--- src/rtl/c432_key_load_ctrl_pkg.sv ---
// c432_key_pkg: shared definitions for the c432 key-load controller.
//   - state_e    : sequencer states (IDLE, LOAD, CHECK, COMMIT, FAIL)
//   - KEY_W      : key width (32 key pins keyIn_0_0..keyIn_0_31)
//   - BEAT_W     : key-store beat width
//   - N_BEATS    : key beats per key
//   - CRC8_POLY  : CRC-8 polynomial used when KEY_CRC_CHECK_EN is defined
//   - crc8_next  : one-byte CRC-8 update (MSB-first, no reflection)
package c432_key_pkg;

  localparam int         KEY_W     = 32;
  localparam int         BEAT_W    = 8;
  localparam int         N_BEATS   = KEY_W / BEAT_W;
  localparam logic [7:0] CRC8_POLY = 8'h07;

  typedef enum logic [2:0] {
    IDLE   = 3'd0,
    LOAD   = 3'd1,
    CHECK  = 3'd2,
    COMMIT = 3'd3,
    FAIL   = 3'd4
  } state_e;

  // Advance a CRC-8 by one byte, most significant bit first.
  function automatic logic [7:0] crc8_next(input logic [7:0] crc, input logic [7:0] data);
    logic [7:0] c;
    c = crc ^ data;
    for (int i = 0; i < 8; i++) begin
      if (c[7]) begin
        c = {c[6:0], 1'b0} ^ CRC8_POLY;
      end else begin
        c = {c[6:0], 1'b0};
      end
    end
    return c;
  endfunction

endpackage

--- src/rtl/c432_key_load_ctrl_crc8.sv ---
// key_crc8: byte-serial CRC-8 (init 0x00) over accepted key beats.
// Only instantiated when KEY_CRC_CHECK_EN is defined.
// Ports:
//   clk_i  : clock, rising edge
//   rst_i  : asynchronous active-high reset
//   clr_i  : synchronous clear back to the init value
//   en_i   : fold data_i into the running CRC this cycle
//   data_i : byte to fold in
//   crc_o  : current CRC value (registered)
module key_crc8 (
  input  logic       clk_i,
  input  logic       rst_i,
  input  logic       clr_i,
  input  logic       en_i,
  input  logic [7:0] data_i,
  output logic [7:0] crc_o
);
  import c432_key_pkg::*;

  logic [7:0] crc_q;
  logic [7:0] crc_d;

  // Next CRC value: clear wins over update.
  always_comb begin
    crc_d = crc_q;
    if (clr_i) begin
      crc_d = 8'h00;
    end else if (en_i) begin
      crc_d = crc8_next(crc_q, data_i);
    end else begin
      crc_d = crc_q;
    end
  end

  // CRC state register.
  always_ff @(posedge clk_i or posedge rst_i) begin
    if (rst_i) begin
      crc_q <= 8'h00;
    end else begin
      crc_q <= crc_d;
    end
  end

  assign crc_o = crc_q;

endmodule

--- src/rtl/c432_key_load_ctrl.sv ---
// c432_key_load_ctrl: loads the 32-bit unlock key of the locked c432 core.
// Byte beats arrive LSB-first over valid/ready, are assembled in a shadow
// register and committed to the key pins in one step. The 7 core outputs
// are forced to 0 until a committed key is valid.
// Optional feature macro: KEY_CRC_CHECK_EN (adds a trailing CRC-8 beat that
// must match the key beats, otherwise the load fails).
// Ports:
//   clk, rst (async, active-high)
//   load_req            : one-cycle pulse starting a load (ignored while busy)
//   kin_valid/kin_ready : beat handshake, kin_data is the beat
//   key_out             : drives keyIn_0_[KEY_W-1:0]
//   key_valid           : committed key present
//   busy                : load in progress
//   err                 : sticky failure of the last load
//   core_out_in/core_out: raw and gated core outputs
module c432_key_load_ctrl #(
  parameter int KEY_W   = c432_key_pkg::KEY_W,
  parameter int BEAT_W  = c432_key_pkg::BEAT_W,
  parameter int N_OUT   = 7,
  parameter int TIMEOUT = 255
) (
  input  logic              clk,
  input  logic              rst,
  input  logic              load_req,
  input  logic              kin_valid,
  output logic              kin_ready,
  input  logic [BEAT_W-1:0] kin_data,
  output logic [KEY_W-1:0]  key_out,
  output logic              key_valid,
  output logic              busy,
  output logic              err,
  input  logic [N_OUT-1:0]  core_out_in,
  output logic [N_OUT-1:0]  core_out
);
  import c432_key_pkg::*;

  localparam int N_KEY_BEATS = KEY_W / BEAT_W;
`ifdef KEY_CRC_CHECK_EN
  localparam int N_LOAD_BEATS = N_KEY_BEATS + 1;
`else
  localparam int N_LOAD_BEATS = N_KEY_BEATS;
`endif
  localparam int               CNT_W     = $clog2(N_LOAD_BEATS + 1);
  localparam logic [CNT_W-1:0] LAST_BEAT = CNT_W'(N_LOAD_BEATS - 1);
  // Idle count that, with one more empty cycle, reaches TIMEOUT.
  localparam logic [7:0]       TO_LAST   = 8'(TIMEOUT - 1);

  state_e             state_q,     state_d;
  logic [CNT_W-1:0]   beat_cnt_q,  beat_cnt_d;
  logic [7:0]         to_cnt_q,    to_cnt_d;
  logic [KEY_W-1:0]   shadow_q,    shadow_d;
  logic [KEY_W-1:0]   key_out_q,   key_out_d;
  logic               key_valid_q, key_valid_d;
  logic               kin_ready_q, kin_ready_d;
  logic               busy_q,      busy_d;
  logic               err_q,       err_d;
  logic               beat_acc_s;

`ifdef KEY_CRC_CHECK_EN
  logic [BEAT_W-1:0]  crc_rx_q,    crc_rx_d;
  logic               chk_done_q,  chk_done_d;
  logic               chk_ok_q,    chk_ok_d;
  logic               crc_clr_s;
  logic               crc_en_s;
  logic [7:0]         crc_s;

  key_crc8 u_crc (
    .clk_i  (clk),
    .rst_i  (rst),
    .clr_i  (crc_clr_s),
    .en_i   (crc_en_s),
    .data_i (kin_data),
    .crc_o  (crc_s)
  );
`endif

  // kin_ready is only ever high in LOAD, so this also qualifies the state.
  assign beat_acc_s = kin_valid & kin_ready_q;

  // Sequencer next-state and datapath update.
  always_comb begin
    state_d     = state_q;
    beat_cnt_d  = beat_cnt_q;
    to_cnt_d    = to_cnt_q;
    shadow_d    = shadow_q;
    key_out_d   = key_out_q;
    key_valid_d = key_valid_q;
    kin_ready_d = kin_ready_q;
    busy_d      = busy_q;
    err_d       = err_q;
`ifdef KEY_CRC_CHECK_EN
    crc_rx_d    = crc_rx_q;
    chk_done_d  = chk_done_q;
    chk_ok_d    = chk_ok_q;
    crc_clr_s   = 1'b0;
    crc_en_s    = 1'b0;
`endif
    case (state_q)
      IDLE: begin
        if (load_req) begin
          // Old key is pulled off the pins on the same edge the load starts.
          state_d     = LOAD;
          key_out_d   = {KEY_W{1'b0}};
          key_valid_d = 1'b0;
          err_d       = 1'b0;
          beat_cnt_d  = {CNT_W{1'b0}};
          to_cnt_d    = 8'd0;
          shadow_d    = {KEY_W{1'b0}};
          kin_ready_d = 1'b1;
          busy_d      = 1'b1;
`ifdef KEY_CRC_CHECK_EN
          crc_rx_d    = {BEAT_W{1'b0}};
          chk_done_d  = 1'b0;
          chk_ok_d    = 1'b0;
          crc_clr_s   = 1'b1;
`endif
        end else begin
          state_d = IDLE;
        end
      end
      LOAD: begin
        if (beat_acc_s) begin
          // A beat on the timeout cycle still counts and restarts the timer.
          for (int b = 0; b < N_KEY_BEATS; b++) begin
            if (beat_cnt_q == CNT_W'(b)) begin
              shadow_d[b*BEAT_W +: BEAT_W] = kin_data;
            end else begin
              shadow_d[b*BEAT_W +: BEAT_W] = shadow_q[b*BEAT_W +: BEAT_W];
            end
          end
`ifdef KEY_CRC_CHECK_EN
          if (beat_cnt_q == CNT_W'(N_KEY_BEATS)) begin
            crc_rx_d = kin_data;
          end else begin
            crc_en_s = 1'b1;
          end
`endif
          beat_cnt_d = beat_cnt_q + {{(CNT_W-1){1'b0}}, 1'b1};
          to_cnt_d   = 8'd0;
          if (beat_cnt_q == LAST_BEAT) begin
            kin_ready_d = 1'b0;
            state_d     = CHECK;
          end else begin
            state_d = LOAD;
          end
        end else if (to_cnt_q == TO_LAST) begin
          to_cnt_d    = to_cnt_q + 8'd1;
          kin_ready_d = 1'b0;
          state_d     = FAIL;
        end else begin
          to_cnt_d = to_cnt_q + 8'd1;
          state_d  = LOAD;
        end
      end
      CHECK: begin
`ifdef KEY_CRC_CHECK_EN
        // First cycle registers the comparison, second cycle acts on it.
        if (!chk_done_q) begin
          chk_done_d = 1'b1;
          chk_ok_d   = (crc_s == crc_rx_q);
          state_d    = CHECK;
        end else begin
          chk_done_d = 1'b0;
          state_d    = chk_ok_q ? COMMIT : FAIL;
        end
`else
        state_d = COMMIT;
`endif
      end
      COMMIT: begin
        key_out_d   = shadow_q;
        key_valid_d = 1'b1;
        busy_d      = 1'b0;
        shadow_d    = {KEY_W{1'b0}};
        state_d     = IDLE;
      end
      FAIL: begin
        err_d       = 1'b1;
        key_out_d   = {KEY_W{1'b0}};
        key_valid_d = 1'b0;
        shadow_d    = {KEY_W{1'b0}};
        kin_ready_d = 1'b0;
        busy_d      = 1'b0;
        state_d     = IDLE;
      end
      default: begin
        state_d     = IDLE;
        kin_ready_d = 1'b0;
        busy_d      = 1'b0;
      end
    endcase
  end

  // State and datapath registers; reset clears the key pins immediately.
  always_ff @(posedge clk or posedge rst) begin
    if (rst) begin
      state_q     <= IDLE;
      beat_cnt_q  <= {CNT_W{1'b0}};
      to_cnt_q    <= 8'd0;
      shadow_q    <= {KEY_W{1'b0}};
      key_out_q   <= {KEY_W{1'b0}};
      key_valid_q <= 1'b0;
      kin_ready_q <= 1'b0;
      busy_q      <= 1'b0;
      err_q       <= 1'b0;
`ifdef KEY_CRC_CHECK_EN
      crc_rx_q    <= {BEAT_W{1'b0}};
      chk_done_q  <= 1'b0;
      chk_ok_q    <= 1'b0;
`endif
    end else begin
      state_q     <= state_d;
      beat_cnt_q  <= beat_cnt_d;
      to_cnt_q    <= to_cnt_d;
      shadow_q    <= shadow_d;
      key_out_q   <= key_out_d;
      key_valid_q <= key_valid_d;
      kin_ready_q <= kin_ready_d;
      busy_q      <= busy_d;
      err_q       <= err_d;
`ifdef KEY_CRC_CHECK_EN
      crc_rx_q    <= crc_rx_d;
      chk_done_q  <= chk_done_d;
      chk_ok_q    <= chk_ok_d;
`endif
    end
  end

  assign kin_ready = kin_ready_q;
  assign key_out   = key_out_q;
  assign key_valid = key_valid_q;
  assign busy      = busy_q;
  assign err       = err_q;
  assign core_out  = core_out_in & {N_OUT{key_valid_q}};

endmodule

--- config.mk ---
export PLATFORM = sky130hd
export DESIGN_NAME = c432_key_load_ctrl
export DESIGN_NICKNAME = d
export VERILOG_FILES = /design/src/rtl/c432_key_load_ctrl_pkg.sv /design/src/rtl/c432_key_load_ctrl_crc8.sv /design/src/rtl/c432_key_load_ctrl.sv
export SDC_FILE = /design/constraint.sdc
export NUM_CORES = 1
export LEC_CHECK = 0
export ABC_AREA = 1
export CORE_AREA = 2 2 84 86
export DETAILED_ROUTE_END_ITERATION = 12
export DIE_AREA = 0 0 86 88
export MAX_ROUTING_LAYER = met4
export PLACE_DENSITY = 0.82
export SYNTH_ARGS = -nofsm -noshare
export SYNTH_HDL_FRONTEND = slang
export SYNTH_SLANG_ARGS = --single-unit
export TNS_END_PERCENT = 1
--- constraint.sdc ---
create_clock -name clk -period 5.7 [get_ports clk]
set_input_delay 0.855 -clock clk [delete_from_list [all_inputs] [get_ports clk]]
set_output_delay 0.855 -clock clk [all_outputs]
set_load 0.005 [all_outputs]
==> run_results.csv, run 1 <==
group,metric,value,unit
timing,rsz0062_at_grt,"no",
cts,clock_tree.buffer_depth,2,
cts,cts_tree,"yes",
cts,root_buffer,"clkbuf_8",
floorplanning,num_io_pins,62,
drt,top_layer,"met4",
floorplanning,fp.dieH,88,um
drt,num_vias,2958,
critical_path,crit_type,"input port to output pin",
synthesis,yosys.area_share.xor_xnor,0.242,%
finish,fill_cells,557,
place,gp_congestion,0.823,
cts,cts_hold_buf,0,
drt,drcViolationCount,0,
place,dp_worst_setup_slack,2.92,ns
pwr,irDropWorstVdd,0.211,mV
outcome,status,"completed",
synthesis,yosysSeqAreaShare,56.7,%
global_routing,grt_max_degree,45,
timing,skew,0.00698,ns
cts,numCtsBuffers,9,
timing,finalSetupTns,0,ns
timing,setup_viol,0,
global_routing,grt_pass1_wl,12900,um
cts,cts-htree-levels,3,
floorplanning,start_util,54.5,%
critical_path,critPathSlowestCell,"clkdlybuf4s50_1",
drt,dr.pass1.iters,4,
critical_path,cp_common_cell,"clkdlybuf4s50_1",
critical_path,arrival,1.93,ns
synthesis,synth.area.top_cells,"dfrtp_1 57%, nand2_1 23%, nand3_1 4.7%",
place,port_buffers,61,
global_routing,grt_pass1_vias,2962,
pwr,p_per_area,439,nW/um2
synthesis,avgSynthCellArea,8.24,um2
synthesis,yosysTopAreaCell,"dfrtp_1",
critical_path,critPathLaunchType,"input port",
finish,syn_to_final_growth,23.8,%
synthesis,yosys_warnings,0,
critical_path,required,4.85,ns
finish,nets,529,
finish,mostFrequentLayoutCell,"nand2_1",
timing,max_slew_margin,43.0,%
drt,wl,7420,um
synthesis,synth_seq_cells,82,
drt,wl_met2,3700,um
cts,clk_pin_slew,0.08,ns
place,place_hpwl,5150,um
synthesis,syn-num-nets,465,
synthesis,synth_fa_ha_area_share,2.42,%
timing,setup_slack,2.91,ns
drt,drtIter0Drc,175,
synthesis,synth_compound_gate_area_share,3.18,%
critical_path,end_kind,"output pin",
finish,drive_above_1_share,7.48,%
timing,post-route-period-util,48.9,%
cts,post_cts_resized,0,
floorplanning,coreArea,6640,um2
critical_path,crit_chain,"clkdlybuf4s50_1 > nand2_1 > inv_1 > clkdlybuf4s50_1",
worst_hold_path,min_path_cells,2,
floorplanning,die_area,7570,um2
critical_path,slowest_delay,0.49,ns
timing,final_hold_viol_count,0,
global_routing,antenna_found_initial,0,
timing,final_max_slew_viol_count,0,
timing,fmax,0.359,GHz
cts,clk_latency,0.36,ns
floorplanning,die_width,86,um
synthesis,yosys.area_share.simple,31.9,%
synthesis,synthCells,439,
synthesis,syn_area,3620,um2
timing,whs,0.472,ns
drt,ant_nets,0,
global_routing,globalRouteOverflowTotal,0,
synthesis,synth_top_family_by_area,"simple AND/OR/NAND/NOR gates",
drt,routed_via_density,5.03,
synthesis,muxShareOfSynthArea,0,%
floorplanning,core.rowCount,30,
finish,diodes,0,
worst_hold_path,min_path_type,"register to register",
timing,fin_crit,2.79,ns
pwr,p_leak,2.42,nW
timing,tightest_slew,0.853,ns
critical_path,rr_worst_depth,7,
flow_run,drv_cap,0,
critical_path,crit_fanout,1,
global_routing,track_usage,22.7,%
cts,cts_setup_buffers,0,
drt,wl_met3,392,um
drt,m1WireLength,3180,um
synthesis,synth_cell_types,24,
cts,clock_sinks,82,
finish,layout_common_cells,"217 x nand2_1, 82 x dfrtp_1, 61 x clkdlybuf4s50_1, 34 x nand3_1, 29 x inv_1",
synthesis,netlist.area_leader.share,56.7,%
drt,wl_per_cell,12.6,um
## logic make-up after synthesis
logic type,after synthesis
AOI/OAI and AO/OA,19
buffers and inverters,47
adders and majority gates,7
and+or+nand+nor,283
DFF,82
xor gates and xnor gates,1
## critical path: cells and delay by family
family	cells	cell delay [ns]
buffers and inverters	3	1.02
and+or+nand+nor	1	0.06
## layout make-up
| type | instances | area, um2 | area share (%) |
|---|---|---|---|
| flip-flops and latches | 82 | 2050 | 45.8 |
| multi-input cells | 310 | 1370 | 30.5 |
| repair buffers | 63 | 626 | 14.0 |
| clock buffers | 12 | 145 | 3.24 |
| inverters | 37 | 141 | 3.16 |
| well taps | 80 | 100 | 2.23 |
| clock inverters | 4 | 51.3 | 1.14 |
## sequential cells by signal (all words and copies together), names as in the netlist
name        count
beat_cnt_q      3
busy            1
err             1
key_out        32
key_valid       1
kin_ready       1
shadow_q       32
state_q         3
to_cnt_q        8
## synthesized netlist by cell type
cell	instances
clkbuf_1	4
inv_4	1
o21ai_0	9
o211ai_1	1
ha_1	7
o21bai_1	1
nand3b_2	1
inv_2	6
nand3_4	1
nand2_1	217
nor2_2	1
nor2_1	21
nand2_2	6
inv_1	30
o21ai_1	4
nand4_1	1
nand3_1	34
xnor2_1	1
o21ai_2	4
dfrtp_1	82
buf_2	3
buf_4	1
buf_6	2
nor2_4	1
## per-layer routing
layer	vias up	GRT usage, %
met5	-	-
met4	0	10.2
met3	13	3.68
met2	69	38.6
met1	1393	26.4
li1	1483	-
## worst paths after layout
path                                         start                 endpoint  slack, ns
hold reg to reg            key_out[23]$_DFFE_PP0P_  key_out[23]$_DFFE_PP0P_       0.47
setup / recovery                    core_out_in[6]              core_out[6]       2.91
max in group asynchronous                      rst  to_cnt_q[7]$_DFFE_PP0P_       3.71
setup reg to reg              state_q[2]$_DFF_PP0_    key_valid$_DFFE_PP0P_       3.64
min in group asynchronous                      rst   key_out[2]$_DFFE_PP0P_       0.98
hold / removal             key_out[23]$_DFFE_PP0P_  key_out[23]$_DFFE_PP0P_       0.47
## through the flow
step	power (mW)	area (um2)	instances	util, %
2_1_floorplan	1.31	3620	439	-
3_3_place_gp	1.53	4280	572	64.5
3_5_place_dp	1.56	4280	572	64.5
4_1_cts	1.98	4480	588	67.4
5_1_grt	2.13	4480	588	67.4
6_report	1.97	4480	588	67.4
## power breakdown
group	switching (mW)	internal, mW	leakage [nW]
sequential	0.109	0.753	1.09
clock	0.206	0.215	0.0966
combinational	0.413	0.271	1.24
total	0.728	1.24	2.42
No activity file was read; power rests on OpenSTA's default activity.
==> run 2: changes to the inputs <==
CORE_AREA = 2 2 90 92   (was 2 2 84 86)
DIE_AREA = 0 0 92 94   (was 0 0 86 88)
PLACE_DENSITY = 0.75   (was 0.82)
clock period = 2.3 ns   (was 5.7 ns; I/O delays follow)
==> run 2 against run 1 <==
Against the previous run: first-iteration DRC count increased by 14%; critical path type is now register to output pin; critical endpoint unchanged; combinational power grew to 2.5 times the previous value; worst setup slack got worse by 2.4 ns; clock skew down 0.00059 ns; critical path depth down 1; count of clock-buffer cells in the layout is 2 lower; non-clock buffer count increased by 2; power rose by 150%; largest cell class unchanged.
==> run_results.csv, run 2 (synthesis gave the netlist of run 1 again) <==
group,metric,value,unit
pwr,irDropWorstVdd,0.466,mV
pwr,pwr-share-seq,44.2,%
drt,drtIter0Drc,199,
timing,max_slew_margin,48.1,%
critical_path,crit_type,"register to output pin",
finish,drive_above_1_share,7.69,%
global_routing,grt_pass1_wl,12900,um
drt,wl,7590,um
drt,wl_per_cell,12.5,um
global_routing,track_usage,19.7,%
floorplanning,die_area,8650,um2
floorplanning,coreArea,7610,um2
finish,layout_common_cells,"217 x nand2_1, 82 x dfrtp_1, 61 x clkdlybuf4s50_1, 34 x nand3_1, 29 x inv_1",
timing,tightest_slew,0.779,ns
pwr,p_clk_share,20.3,%
cts,clk_latency,0.35,ns
cts,cts-htree-levels,3,
drt,dr.pass1.iters,5,
critical_path,crit_chain,"nand2_1 > inv_1 > clkdlybuf4s50_1",
critical_path,crit_fanout,9,
finish,nets,531,
pwr,swShare,36.7,%
timing,skew,0.00639,ns
drt,routed_via_density,4.88,
pwr,internal_power,3.08,mW
critical_path,critPathLaunchType,"register",
timing,final_hold_viol_count,0,
pwr,p_leak,2.44,nW
finish,syn_to_final_growth,25.7,%
critical_path,critPathSlowestCell,"dfrtp_1",
timing,setup_viol,0,
cts,cts_hold_buf,0,
global_routing,grt_pass1_vias,2821,
timing,fmax,0.545,GHz
critical_path,end_kind,"output pin",
cts,root_buffer,"clkbuf_8",
finish,fin_util,59.8,%
cts,post_cts_resized,0,
drt,ant_nets,0,
cts,cts_setup_buffers,0,
critical_path,arrival,1.49,ns
timing,rsz0062_at_grt,"no",
flow_run,drv_cap,0,
drt,num_vias,2970,
finish,diodes,0,
timing,finalSetupTns,0,ns
critical_path,slowest_delay,0.50,ns
place,gp_congestion,0.830,
critical_path,required,1.96,ns
pwr,p_per_area,1070,nW/um2
place,port_buffers,61,
timing,post-route-period-util,79.8,%
floorplanning,core.rowCount,32,
pwr,power_frac_comb,35.5,%
global_routing,grt_max_degree,36,
floorplanning,start_util,47.6,%
worst_hold_path,min_path_type,"input port to asynchronous set/reset pin",
timing,final_max_slew_viol_count,0,
cts,clock_tree.buffer_depth,2,
global_routing,antenna_found_initial,0,
drt,drcViolationCount,0,
floorplanning,num_io_pins,62,
timing,fin_crit,1.84,ns
outcome,status,"completed",
cts,numCtsBuffers,9,
cts,clk_pin_slew,0.08,ns
cts,cts_tree,"yes",
finish,mostFrequentLayoutCell,"nand2_1",
global_routing,globalRouteOverflowTotal,0,
cts,clock_sinks,82,
floorplanning,die_width,92,um
pwr,p_switching,1.79,mW
place,place_hpwl,5500,um
floorplanning,fp.dieH,94,um
run 2: path summary, 6_finish.rpt:
path	slack (ns)	depth (start not counted)	start	to
worst min-delay path	0.35	2	rst	key_out[30]$_DFFE_PP0P_
worst min register to register	0.47	2	key_out[1]$_DFFE_PP0P_	key_out[1]$_DFFE_PP0P_
worst max register to register	0.61	7	state_q[2]$_DFF_PP0_	key_valid$_DFFE_PP0P_
max in group asynchronous	1.43	3	rst	shadow_q[22]$_DFFE_PP0P_
worst max-delay path	0.46	3	key_valid$_DFFE_PP0P_	core_out[6]
min in group clk	0.47	2	key_out[1]$_DFFE_PP0P_	key_out[1]$_DFFE_PP0P_
run 2: area by class of cell:
type                    instances  area [um2]
clock buffers                  10         138
well taps                     102         128
fillers                       678        3060
flip-flops and latches         82        2050
multi-input cells             310        1370
repair buffers                 65         678
inverters                      37         145
clock inverters                 3        42.5
run 2: critical path, delay by kind of cell (launching register included):
family | cells | cell delay [ns]
DFF | 1 | 0.50
buffers and inverters | 2 | 0.55
and+or+nand+nor | 1 | 0.09
run 2: per-layer routing:
layer  share of wire (%)  vias to the layer above  track usage [%]
li1                    -                     1480                -
met1                  44                     1393             24.4
met2                  49                       82             32.0
met3                 4.7                       15             3.21
met4                 2.2                        0             8.96
met5                   0                        -                -
run 2: per-stage QoR:
stage | std cells | area (um2) | power [mW] | hold slack [ns] | worst slack, ns
final | 609 | 4550 | 4.87 | 0.355 | 0.464
after global routing | 609 | 4550 | 5.24 | 0.385 | 0.375
after CTS | 609 | 4550 | 4.90 | 0.364 | 0.459
after detailed placement | 596 | 4370 | 3.90 | 0.459 | 0.438
after global placement | 596 | 4370 | 3.82 | 0.454 | 0.480
after floorplan | 439 | 3620 | 3.25 | 0.442 | 0.920
run 2: power groups by stage:
stage | Sequential (mW) | Combinational, mW | Clock, mW
after floorplan | 2.11 | 1.14 | 0
after global placement | 2.16 | 1.65 | 0
after detailed placement | 2.17 | 1.73 | 0
after CTS | 2.15 | 1.74 | 1.01
after global routing | 2.21 | 1.97 | 1.06
final | 2.15 | 1.73 | 0.987
